**config.mk**
```make
export PLATFORM = sky130hd
export DESIGN_NAME = lif_tdm_scheduler_flat
export DESIGN_NICKNAME = d
export VERILOG_FILES = /design/src/rtl/lif_tdm_scheduler_pkg.sv /design/src/rtl/lif_tdm_scheduler_if.sv /design/src/rtl/lif_tdm_scheduler_update_unit.sv /design/src/rtl/lif_tdm_scheduler.sv /design/src/flat_wrapper.sv
export SDC_FILE = /design/constraint.sdc
export NUM_CORES = 1
export LEC_CHECK = 0
export CAP_MARGIN = 20
export CORE_AREA = 2 2 128 80
export DETAILED_ROUTE_END_ITERATION = 12
export DIE_AREA = 0 0 130 82
export HOLD_SLACK_MARGIN = 0.05
export PLACE_DENSITY = 0.77
export SYNTH_ARGS = -nofsm -noshare
export SYNTH_HDL_FRONTEND = slang
export SYNTH_SLANG_ARGS = --single-unit
export TNS_END_PERCENT = 20
```
**constraint.sdc**
```tcl
create_clock -name clk -period 12.4 [get_ports clk]
set_clock_uncertainty 0.15 [all_clocks]
set_input_delay 2.48 -clock clk [delete_from_list [all_inputs] [get_ports clk]]
set_output_delay 2.48 -clock clk [all_outputs]
set_load 0.01 [all_outputs]
```
**src/rtl/lif_tdm_scheduler_pkg.sv**
```systemverilog
// lif_pkg: shared constants, FSM state type and the leak/integrate arithmetic for the LIF scheduler.
package lif_pkg;
    localparam int LIF_N            = 4;
    localparam int LIF_WIDTH        = 8;
    localparam int LIF_THR_RESET    = 230;
    localparam int LIF_REFRAC_STEPS = 2;

    typedef enum logic [1:0] {IDLE, SWEEP, FIN} lif_state_t;

    // Leak keeps 7/8 of the membrane (1/2 + 1/4 + 1/8), then adds the current and clamps.
    function automatic int unsigned lif_decay_sat(input int unsigned mem, input int unsigned cur,
                                                  input int unsigned maxv);
        int unsigned sum;
        sum = cur + (mem >> 1) + (mem >> 2) + (mem >> 3);
        return (sum > maxv) ? maxv : sum;
    endfunction
endpackage

```
**src/rtl/lif_tdm_scheduler_if.sv**
```systemverilog
// lif_tdm_scheduler_if: host-side bus of the LIF scheduler (current/threshold writes, sweep control, spikes).
interface lif_tdm_scheduler_if
    import lif_pkg::*;
#(
    parameter int N = LIF_N,
    parameter int W = LIF_WIDTH
);
    localparam int AW = $clog2(N);
    logic          cur_we;
    logic [AW-1:0] cur_addr;
    logic [W-1:0]  cur_data;
    logic          thr_we;
    logic [W-1:0]  thr_data;
    logic          step_start;
    logic          busy;
    logic          done;
    logic          spike_valid;
    logic [AW-1:0] spike_idx;
    logic [N-1:0]  spike_vec;
    modport master (
        output cur_we, cur_addr, cur_data, thr_we, thr_data, step_start,
        input  busy, done, spike_valid, spike_idx, spike_vec
    );
    modport slave (
        input  cur_we, cur_addr, cur_data, thr_we, thr_data, step_start,
        output busy, done, spike_valid, spike_idx, spike_vec
    );
endinterface

```
**src/rtl/lif_tdm_scheduler_update_unit.sv**
```systemverilog
// lif_update_unit: combinational LIF neuron update -- threshold compare, leak, saturating integrate.
// hold forces a silent, zeroed neuron (refractory gating).
module lif_update_unit
    import lif_pkg::*;
#(
    parameter int W = LIF_WIDTH
) (
    input  logic [W-1:0] mem,
    input  logic [W-1:0] cur,
    input  logic [W-1:0] thr,
    input  logic         hold,
    output logic         spike,
    output logic [W-1:0] nxt
);
    localparam int unsigned MAXV = (2 ** W) - 1;
    always_comb begin
        spike = !hold && (mem >= thr);
        nxt   = (hold || spike) ? '0 : W'(lif_decay_sat(32'(mem), 32'(cur), MAXV));
    end
endmodule

```
**src/rtl/lif_tdm_scheduler.sv**
```systemverilog
// lif_tdm_scheduler: sweeps one LIF update unit over N_NEURONS virtual neurons per timestep and reports spikes.
// Define LIF_REFRACTORY_EN to add per-neuron refractory down-counters (REFRAC_STEPS sweeps).
module lif_tdm_scheduler
    import lif_pkg::*;
#(
    parameter int N_NEURONS = LIF_N,
    parameter int WIDTH     = LIF_WIDTH,
    parameter int THR_RESET = LIF_THR_RESET
`ifdef LIF_REFRACTORY_EN
    ,
    parameter int REFRAC_STEPS = LIF_REFRAC_STEPS
`endif
) (
    input logic clk,
    input logic rst_n,
    lif_tdm_scheduler_if.slave bus
);
    localparam int AW = $clog2(N_NEURONS);
    lif_state_t    st, st_nx;
    logic [AW-1:0] idx;
    logic [WIDTH-1:0] mem [N_NEURONS];
    logic [WIDTH-1:0] cur [N_NEURONS];
    logic [WIDTH-1:0] thr_sh, thr_act, nxt;
    logic pending, start, sweeping, last, spike, hold;

    assign sweeping = (st == SWEEP);
    assign last     = (idx == AW'(N_NEURONS - 1));
    // A queued request restarts straight out of FIN, skipping IDLE.
    assign start    = ((st == IDLE) && (bus.step_start || pending)) || ((st == FIN) && pending);

    always_ff @(posedge clk) begin
        if (!rst_n) st <= IDLE;
        else        st <= st_nx;
    end

    always_comb begin
        st_nx = start ? SWEEP : (sweeping && !last) ? SWEEP : sweeping ? FIN : IDLE;
    end

    always_comb begin
        bus.busy = sweeping;
        bus.done = (st == FIN);
    end

    lif_update_unit #(.W(WIDTH)) u_upd (
        .mem  (mem[idx]),
        .cur  (cur[idx]),
        .thr  (thr_act),
        .hold (hold),
        .spike(spike),
        .nxt  (nxt)
    );

`ifdef LIF_REFRACTORY_EN
    localparam int RW = $clog2(REFRAC_STEPS + 1);
    logic [RW-1:0] ref_cnt [N_NEURONS];
    assign hold = (ref_cnt[idx] != '0);
    always_ff @(posedge clk) begin
        if (!rst_n) begin
            for (int i = 0; i < N_NEURONS; i++) ref_cnt[i] <= '0;
        end else if (sweeping) begin
            ref_cnt[idx] <= spike ? RW'(REFRAC_STEPS) : hold ? ref_cnt[idx] - 1'b1 : ref_cnt[idx];
        end
    end
`else
    assign hold = 1'b0;
`endif

    always_ff @(posedge clk) begin
        if (!rst_n) begin
            idx             <= '0;
            thr_sh          <= WIDTH'(THR_RESET);
            thr_act         <= WIDTH'(THR_RESET);
            pending         <= 1'b0;
            bus.spike_valid <= 1'b0;
            bus.spike_idx   <= '0;
            bus.spike_vec   <= '0;
            for (int i = 0; i < N_NEURONS; i++) begin
                mem[i] <= '0;
                cur[i] <= '0;
            end
        end else begin
            pending         <= (pending && !start) || (bus.step_start && (st != IDLE) && !pending);
            bus.spike_valid <= sweeping && spike;
            if (bus.thr_we) thr_sh <= bus.thr_data;
            if (start) begin
                thr_act <= thr_sh;
                idx     <= '0;
            end else if (sweeping) begin
                idx <= idx + 1'b1;
            end
            if (sweeping) begin
                mem[idx]           <= nxt;
                cur[idx]           <= '0;
                bus.spike_idx      <= idx;
                bus.spike_vec[idx] <= spike;
            end
            // Issued after the consume-clear so a same-cycle host write survives into the next sweep.
            if (bus.cur_we) cur[bus.cur_addr] <= bus.cur_data;
        end
    end
endmodule

```
**src/flat_wrapper.sv**
```systemverilog
// flat-port wrapper written by rule: the top's interface ports become plain ports
module lif_tdm_scheduler_flat import lif_pkg::*;
#(
    parameter int N_NEURONS = LIF_N,
    parameter int WIDTH     = LIF_WIDTH,
    parameter int THR_RESET = LIF_THR_RESET

)
  (clk, rst_n, bus_cur_we, bus_cur_addr, bus_cur_data, bus_thr_we, bus_thr_data, bus_step_start, bus_busy, bus_done, bus_spike_valid, bus_spike_idx, bus_spike_vec);
  lif_tdm_scheduler_if #(.N(4), .W(8)) bus_i ();
  input logic clk;
  input logic rst_n;
  input wire logic [$bits(bus_i.cur_we)-1:0] bus_cur_we;
  input wire logic [$bits(bus_i.cur_addr)-1:0] bus_cur_addr;
  input wire logic [$bits(bus_i.cur_data)-1:0] bus_cur_data;
  input wire logic [$bits(bus_i.thr_we)-1:0] bus_thr_we;
  input wire logic [$bits(bus_i.thr_data)-1:0] bus_thr_data;
  input wire logic [$bits(bus_i.step_start)-1:0] bus_step_start;
  output wire logic [$bits(bus_i.busy)-1:0] bus_busy;
  output wire logic [$bits(bus_i.done)-1:0] bus_done;
  output wire logic [$bits(bus_i.spike_valid)-1:0] bus_spike_valid;
  output wire logic [$bits(bus_i.spike_idx)-1:0] bus_spike_idx;
  output wire logic [$bits(bus_i.spike_vec)-1:0] bus_spike_vec;
  assign bus_i.cur_we = bus_cur_we;
  assign bus_i.cur_addr = bus_cur_addr;
  assign bus_i.cur_data = bus_cur_data;
  assign bus_i.thr_we = bus_thr_we;
  assign bus_i.thr_data = bus_thr_data;
  assign bus_i.step_start = bus_step_start;
  assign bus_busy = bus_i.busy;
  assign bus_done = bus_i.done;
  assign bus_spike_valid = bus_i.spike_valid;
  assign bus_spike_idx = bus_i.spike_idx;
  assign bus_spike_vec = bus_i.spike_vec;
  lif_tdm_scheduler #(.N_NEURONS(N_NEURONS), .WIDTH(WIDTH), .THR_RESET(THR_RESET)) u_core (.clk(clk), .rst_n(rst_n), .bus(bus_i));
endmodule
```
==> out/qor.txt <==
status - finished, final reports clean
Worst Tran Pin Value - 0.929 ns
Reg2Reg Depth - 13
Hold Slack - 0.315 ns
setup_tns - 0 ns
Min-Delay Path Depth - 2
TritonRoute pass-1 iters - 4
CTS H-tree depth - 3
Final Max Tran Viols - 0
grt ovf - 0
area leader, netlist - edfxtp_1
CP Launch Type - input pin
synthesized area per cell - 12.2 sq um
top_reg_cell synth - edfxtp_1
DR vias/cell - 5.49
placed cells - 547
total routed wirelength - 10,100 microns
initial antenna violation count - 0
pre-CTS WS - 7.24 ns
vias in the first global route - 3,025
root buf cell - clkbuf_16
Final nets - 482
Post-synth EDFFs - 64
CP endpoint kind - flip-flop
CTS sink count - 94
DIE AREA - 10,700 sq um
Mapped Cells - 395
post-DP HPWL - 7480 microns
Syn Std Cell Area - 4810 sq um
commonest cells after routing, fill and taps aside - edfxtp_1 (64), a21oi_1 (44), inv_1 (39), and2_1 (33), clkdlybuf4s50_1 (31)
critical path class - in2reg
post-synth cell types - 42
Post-CTS Setup Inserts - 0
final hold viol count - 0
syn_nets - 453
final worst setup slack - 7.57 ns
Data arrival, critical path - 4.70 ns
Setup Viol. Count Final - 0
max cap viols - 0
Seq/Total Area, Yosys - 0.525
utilization after layout - 0.578
dominant cells by area after synthesis - edfxtp_1 (40%), dfxtp_1 (12%), mux4_2 (7.5%)
worst hold path type - reg2reg
most common cell after layout, fill and taps aside - edfxtp_1
hold path start - u_core.bus.spike_idx[1]
die height - 82 microns
Clock Latency Late Sink - 0.33 ns
Syn. warnings - 0
CP max FO - 20
Final Non-Filler Cells - 564
Synth top area share - 0.400
Vias - 3,095
drt wl/cell - 17.9 microns
Final ANT Viol Nets - 0
RePlAce Congestion - 0.875
fin crit share - 0.389
first-pass GRT wire length - 16,400 microns
FP Rows - 28
hold buffer count at CTS - 0
Max Fclk - 0.207 GHz
cts repair resizes - 0
IO buf count - 31
diodes inserted - 0
Die X - 130 microns
Starting Density - 0.503
CP Launch Point - rst_n
# IOs - 32
flops & latches, synth - 94
async set-reset flop share out of synthesis - 0
iteration-0 DRC count of the detailed router - 244
layout cells sized above 1 - 0.110
Leakage - 2.20 nW
clk buf depth - 2
Core ar. - 9560 sq um
CTS tree - done
drt drc - 0
Inserted Clock Buffers - 9
Syn-to-layout area delta - 14.9%
clk slew on worst S/H paths - 0.06 ns
GRT Util Overall - 0.211
Worst slew margin - 0.376
PD cells - 193 nW/um^2
largest net degree at the start of global routing - 33
post-layout minimum cycle time - 4.83 ns
peak supply drop - 0.000113 V
Data required, critical path - 12.28 ns
RSZ-0062 raised after global routing - false
[synthesized netlist by cell type, drive strengths merged, types with 3 or more instances]
cell and count:
edfxtp 64, a21oi 45, inv 40, and2 33, dfxtp 30, nand2 28
ha 24, nor2 17, mux4 16, o21ai 12, fa 11, mux2i 11
clkbuf 10, buf 7, a21o 6, a311oi 5, or2 5, nor2b 4
nand2b 3, nand3 3
[cell families after synthesis]
family,share of synthesized area
simple gates,0.106
compound gates,0.105
xor+xnor,0.00729
mux,0.0979
fa+ha+maj,0.108
flops,0.525
buf+inv,0.0502
[critical path, cell delays in order]
cell             delay, ns
clkdlybuf4s50_1       0.90
nand2_1               0.18
nor3_1                0.75
or2_2                 0.39
[flip-flops by register name (all words and copies together) (netlist names), named ones only]
| signal | count |
|---|---|
| u_core.pending | 1 |
| u_core.idx | 2 |
| u_core.cur | 32 |
| u_core.mem | 32 |
| u_core.thr_sh | 8 |
| u_core.thr_act | 8 |
| u_core.bus.spike_valid | 1 |
| u_core.bus.spike_vec | 4 |
| u_core.st | 2 |
| u_core.bus.spike_idx | 2 |
[metrics by stage]
stage / cell area [sq um] / power (mW)
2_1_floorplan: 4810 / 0.679
3_3_place_gp: 5220 / 0.785
3_5_place_dp: 5220 / 0.795
4_1_cts: 5500 / 1.06
5_1_grt: 5530 / 1.12
6_report: 5530 / 1.07
[routing by layer]
metal / global-route usage / share of wire / vias up
li1: - / - / 1455
met1: 0.310 / 0.47 / 1498
met2: 0.287 / 0.40 / 137
met3: 0.102 / 0.12 / 5
met4: 0.0323 / 0.0046 / 0
met5: 0 / 0 / -
[where the power goes]
group	leakage (nW)	internal (mW)	switching (mW)	total, mW
combinational	1.15	0.152	0.275	0.427
sequential	0.910	0.366	0.0118	0.378
clock	0.139	0.148	0.112	0.260
[path summary, 6_finish.rpt]
path,endpoint,slack (ns)
worst min register to register,u_core.bus.spike_idx[1],0.32
worst max register to register,u_core.mem[1][6],7.79
worst min-delay path,u_core.bus.spike_idx[1],0.32
worst max-delay path,u_core.cur[1][3],7.57
[cell type report]
cell class,count,area (sq um)
flip-flops and latches,94,2520
multi-input cells,244,2040
well taps,135,169
clock buffers,13,262
clock inverters,3,18.8
fillers,739,4040
repair buffers,35,360
inverters,40,150
(Power assumes the default switching activity.)
